[src/rtl/lsu_mem_ctrl.sv]
// MEM-stage load/store controller: single outstanding req/ack bus transfer with
// alignment checking, store lane steering and load data right-alignment.
module lsu_mem_ctrl #(
  parameter int unsigned TIMEOUT = 255
) (
  input  logic        clk,
  input  logic        rst_n,
  input  logic        memRead,
  input  logic        memWrite,
  input  logic [2:0]  funct3,
  input  logic [31:0] addr,
  input  logic [31:0] storeData,
  output logic        stall,
  output logic [31:0] loadData,
  output logic        loadValid,
  output logic        fault,
  output logic [1:0]  faultCause,
  output logic        busReq,
  output logic        busWe,
  output logic [31:0] busAddr,
  output logic [3:0]  busBe,
  output logic [31:0] busWdata,
  input  logic        busAck,
  input  logic        busErr,
  input  logic [31:0] busRdata
);

  typedef enum logic [1:0] {IDLE, REQ, DONE, FAULT} state_t;

  localparam logic [7:0] TMO_LAST = 8'(TIMEOUT - 1);

  state_t      r_state;
  state_t      w_next;
  logic [7:0]  r_cnt;
  logic        r_isLoad;
  logic [1:0]  r_off;
  logic        r_busReq;
  logic        r_busWe;
  logic [31:0] r_busAddr;
  logic [3:0]  r_busBe;
  logic [31:0] r_busWdata;
  logic [31:0] r_loadData;
  logic [1:0]  r_faultCause;

  logic        w_req;
  logic        w_illegal;
  logic        w_tmo;
  logic [3:0]  w_be;
  logic [31:0] w_wdata;

  always_comb begin
    w_req     = memRead | memWrite;
    w_illegal = 1'b0;
    case (funct3)
      3'b000:  w_illegal = 1'b0;
      3'b001:  w_illegal = addr[0];
      3'b010:  w_illegal = (addr[1:0] != 2'b00);
      3'b100:  w_illegal = memWrite;
      3'b101:  w_illegal = memWrite | addr[0];
      default: w_illegal = 1'b1;
    endcase

    w_be    = 4'b1111;
    w_wdata = storeData;
    case (funct3[1:0])
      2'b00: begin
        w_be    = 4'b0001 << addr[1:0];
        w_wdata = {4{storeData[7:0]}};
      end
      2'b01: begin
        w_be    = 4'b0011 << addr[1:0];
        w_wdata = {2{storeData[15:0]}};
      end
      default: begin
        w_be    = 4'b1111;
        w_wdata = storeData;
      end
    endcase

    w_tmo  = (r_cnt == TMO_LAST);
    w_next = r_state;
    case (r_state)
      IDLE:    if (w_req) w_next = w_illegal ? FAULT : REQ;
      REQ: begin
        // Ack wins over a timeout expiring in the same cycle.
        if (busAck)     w_next = busErr ? FAULT : DONE;
        else if (w_tmo) w_next = FAULT;
      end
      default: w_next = IDLE;
    endcase
  end

  always_ff @(posedge clk or negedge rst_n) begin
    if (!rst_n) begin
      r_state      <= IDLE;
      r_cnt        <= '0;
      r_isLoad     <= 1'b0;
      r_off        <= '0;
      r_busReq     <= 1'b0;
      r_busWe      <= 1'b0;
      r_busAddr    <= '0;
      r_busBe      <= '0;
      r_busWdata   <= '0;
      r_loadData   <= '0;
      r_faultCause <= '0;
    end else begin
      r_state <= w_next;
      case (r_state)
        IDLE: begin
          if (w_req) begin
            if (w_illegal) begin
              r_faultCause <= 2'b01;
            end else begin
              r_busReq   <= 1'b1;
              r_busWe    <= memWrite;
              r_busAddr  <= {addr[31:2], 2'b00};
              r_busBe    <= w_be;
              r_busWdata <= w_wdata;
              r_isLoad   <= ~memWrite;
              r_off      <= addr[1:0];
              r_cnt      <= '0;
            end
          end
        end
        REQ: begin
          r_cnt <= r_cnt + 8'd1;
          if (busAck) begin
            r_busReq <= 1'b0;
            if (busErr)        r_faultCause <= 2'b10;
            else if (r_isLoad) r_loadData   <= busRdata >> {r_off, 3'b000};
          end else if (w_tmo) begin
            r_busReq     <= 1'b0;
            r_faultCause <= 2'b11;
          end
        end
        default: ;
      endcase
    end
  end

  // Gated by reset so every output reads 0 while rst_n is low.
  assign stall      = rst_n & (((r_state == IDLE) & w_req) | (r_state == REQ));
  assign loadValid  = (r_state == DONE) & r_isLoad;
  assign fault      = (r_state == FAULT);
  assign faultCause = r_faultCause;
  assign loadData   = r_loadData;
  assign busReq     = r_busReq;
  assign busWe      = r_busWe;
  assign busAddr    = r_busAddr;
  assign busBe      = r_busBe;
  assign busWdata   = r_busWdata;

endmodule

[config.mk]
export PLATFORM = sky130hd
export DESIGN_NAME = lsu_mem_ctrl
export DESIGN_NICKNAME = d
export VERILOG_FILES = /design/src/rtl/lsu_mem_ctrl.sv
export SDC_FILE = /design/constraint.sdc
export NUM_CORES = 1
export LEC_CHECK = 0
export CAP_MARGIN = 20
export CORE_MARGIN = 2
export CORE_UTILIZATION = 44
export CTS_BUF_LIST = sky130_fd_sc_hd__clkbuf_4 sky130_fd_sc_hd__clkbuf_8 sky130_fd_sc_hd__clkbuf_16
export DETAILED_ROUTE_END_ITERATION = 6
export PLACE_DENSITY = 0.89
export SLEW_MARGIN = 5
export SYNTH_ARGS = -nofsm -noshare
export SYNTH_HDL_FRONTEND = slang
export SYNTH_SLANG_ARGS = --single-unit
[constraint.sdc]
create_clock -name clk -period 1.8 [get_ports clk]
set_input_delay 0.45 -clock clk [delete_from_list [all_inputs] [get_ports clk]]
set_output_delay 0.45 -clock clk [all_outputs]
set_load 0.02 [all_outputs]
==> flow_summary.json <==
{
  "io_pins": 212,
  "finalHoldViolCount": 0,
  "grt_pass1_vias": 4925,
  "die_area_mm2": 0.0132,
  "slowest_delay_ns": 0.39,
  "core_area_mm2": 0.0120,
  "end_kind": "output pin",
  "dr.pass1.iters": 4,
  "worst-endpoint-arrival_ns": 1.43,
  "via_per_inst": 5.10,
  "avgSynthCellArea_um2": 9.22,
  "drt_iter0_drc": 266,
  "cp-start-kind": "register",
  "ys_seq_elements": 115,
  "vdd_drop_max_v": 0.000909,
  "netlist-cell-type-count": 39,
  "finalSetupViolCount": 1,
  "slew_violations": 0,
  "rsz0062_at_grt": "true",
  "final.setup_skew_ns": 0.00746,
  "root_buffer": "clkbuf_16",
  "rows": 40,
  "syn_inst": 585,
  "yosysSeqAreaShare": 0.533,
  "max_cap_violations": 0,
  "cts_buffers": 17,
  "wl_um": 15600,
  "grt_max_degree": 99,
  "post-synth-top-area-cell": "dfrtp_1",
  "nets": 922,
  "track_usage": 0.243,
  "postCtsSetupBuffers": 0,
  "syn_area_mm2": 0.00540,
  "antenna_found_initial": 0,
  "tightest_slew_ns": 0.622,
  "violations": "negative setup slack",
  "path_class": "register to output pin",
  "crit_slowest_cell": "dfrtp_1",
  "die_y_um": 115,
  "timing.fmax_mhz": 531,
  "slew_headroom": 0.584,
  "fin_crit_ns": 1.88,
  "place_congestion": 0.859,
  "finalPower_uw": 13700,
  "period_share": 1.05,
  "antennaDiodeCount": 0,
  "wl_per_cell_um": 16.0,
  "clk_latency_ns": 0.41,
  "fillers": 937,
  "ff_latch_area_mm2": 0.00288,
  "hold_buffers": 0,
  "port_buffers": 209,
  "crit_fanout": 2,
  "cts.clk_slew.worst_paths_ns": 0.05,
  "dp_hpwl_um": 11000,
  "numClockSinks": 115,
  "area_delta_synth_final_pct": 55.5,
  "tns_ns": -0.0839,
  "cp.required_ns": 1.35,
  "cts_max_path_buffers": 2,
  "worstPathCellList": "or3_4, and3_4, buf_6",
  "htree_levels": 4,
  "fin_ws_ns": -0.0839,
  "multi_input_area_mm2": 0.00235,
  "netlist.area_leader.share": 0.533,
  "via_count": 4962,
  "overflow": 0,
  "synthTopCellsByArea": "dfrtp_1, nand2_1, mux2i_1",
  "drc": 0,
  "yosysWarnings": 0,
  "initial_core_util": 0.449,
  "cts_tree": "built",
  "status": "finished with violations",
  "grt_pass1_wl_um": 24800,
  "cellPowerDensity_mw_per_mm2": 1640,
  "drive_gt1_frac": 0.116,
  "p_leak_uw": 0.00419,
  "hold_path.class": "input port to async pin",
  "antenna_left": 0,
  "die_w_um": 115
}
==> timing repair <==
| item | 4_1_cts | 5_1_grt |
|---|---|---|
| resized for setup | 122 | 8 |
| pin swaps | 2 | 4 |
| endpoints found under the setup margin | 105 | 12 |
| cloned | 0 | 1 |
==> final timing paths <==
check                           start      endpoint  slack, ns  cells past startpoint
max                        r_state[0]         stall      -0.08                      3
min                             rst_n  busWdata[18]       0.05                      2
max reg2reg                r_state[0]   loadData[3]       0.10                      6
min reg2reg                  busBe[0]      busBe[0]       0.46                      2
max in group asynchronous       rst_n      r_cnt[4]       0.95                      3
min in group clk             busBe[0]      busBe[0]       0.46                      2
==> layout make-up <==
class,count,share of cell area
multi-input combinational,426,0.280
inverter,4,0.00209
clock inverter,5,0.00597
tap,147,0.0219
sequential,115,0.343
timing repair buffer,251,0.285
clock buffer,25,0.0616
==> metrics by stage <==
step	std cells	setup slack, ns	util	cell area, µm²	hold slack [ns]
floorplan	586	0.152	-	5400	0.154
global placement	942	-0.611	0.658	7900	0.455
detailed placement	942	-0.653	0.658	7900	0.459
CTS	972	-0.144	0.694	8340	0.0255
global route	973	-0.128	0.698	8390	0.0394
finish	973	-0.0839	0.698	8390	0.0455
==> cells in the mapped netlist, drive strengths merged <==
| cell | count |
|---|---|
| o211ai | 2 |
| nor4 | 1 |
| o311ai | 1 |
| nor2 | 30 |
| o21ba | 1 |
| or3 | 1 |
| conb | 1 |
| o211a | 2 |
| o21ai | 54 |
| and3 | 3 |
| inv | 4 |
| nand3 | 6 |
| dfrtp | 115 |
| nand2 | 191 |
| ha | 2 |
| o31ai | 9 |
| and4 | 1 |
| a31oi | 2 |
| a2bb2oi | 2 |
| a211oi | 9 |
| mux2 | 8 |
| nor3 | 4 |
| nand4 | 2 |
| nor2b | 12 |
| a221oi | 1 |
| clkbuf | 22 |
| buf | 19 |
| o2bb2ai | 1 |
| mux2i | 44 |
| o21bai | 1 |
| a21oi | 30 |
| a41oi | 1 |
| a22o | 3 |
==> report_power, final <==
group	internal, µW	leakage (µW)	switching [µW]
registers	3760	0.00144	683
clock network	2100	0.000289	1080
logic	2490	0.00246	3590
==> sequential cells by signal, indices dropped and copies added (netlist names) <==
register / cells
busBe: 4
busWdata: 32
r_state: 2
r_off: 2
busAddr: 30
loadData: 32
faultCause: 2
busWe: 1
r_cnt: 8
r_isLoad: 1
busReq: 1
==> routing by layer <==
metal  track usage  vias to the layer above  part of all wire
met5             0                        -                 0
met3        0.0785                       21             0.073
met4        0.0892                        0             0.019
li1              -                     2441                 -
met2         0.396                      171              0.49
met1         0.305                     2329              0.42
==> critical path: cells and delay by family, from the launching register on <==
| kind | cells | cell delay (ns) |
|---|---|---|
| and+or+nand+nor | 2 | 0.52 |
| buffers and inverters | 1 | 0.12 |
| DFF | 1 | 0.39 |
==> kinds of logic (layout without fill, tap and decap cells) <==
family | count (synthesis) | after routing | share of synthesized area
buf+inv | 45 | 285 | 0.0392
mux | 52 | 52 | 0.0983
other cells | 1 | 2 | 0.000695
compound gates | 119 | 119 | 0.134
flops | 115 | 115 | 0.533
fa+ha+maj | 2 | 2 | 0.00464
simple gates | 251 | 251 | 0.190
==> layout by cell type, fill, tap and decap left out, types with 3 or more instances in the layout <==
| cell type | netlist | layout |
|---|---|---|
| a211oi_1 | 9 | 9 |
| a21oi_1 | 30 | 30 |
| a22o_1 | 3 | 3 |
| buf_12 | 0 | 8 |
| buf_4 | 7 | 34 |
| clkbuf_16 | 0 | 18 |
| clkbuf_4 | 0 | 3 |
| clkbuf_8 | 0 | 5 |
| clkdlybuf4s50_1 | 0 | 99 |
| clkinv_2 | 0 | 4 |
| dfrtp_1 | 115 | 115 |
| dlygate4sd2_1 | 0 | 104 |
| inv_1 | 4 | 3 |
| mux2_2 | 8 | 8 |
| mux2i_1 | 44 | 44 |
| nand2_1 | 191 | 191 |
| nand3_1 | 6 | 5 |
| nor2_1 | 29 | 29 |
| nor2b_1 | 12 | 11 |
| nor3_1 | 4 | 4 |
| o21ai_0 | 48 | 48 |
| o21ai_1 | 6 | 6 |
| o31ai_1 | 9 | 9 |
Power figures use the tool's default switching activity.
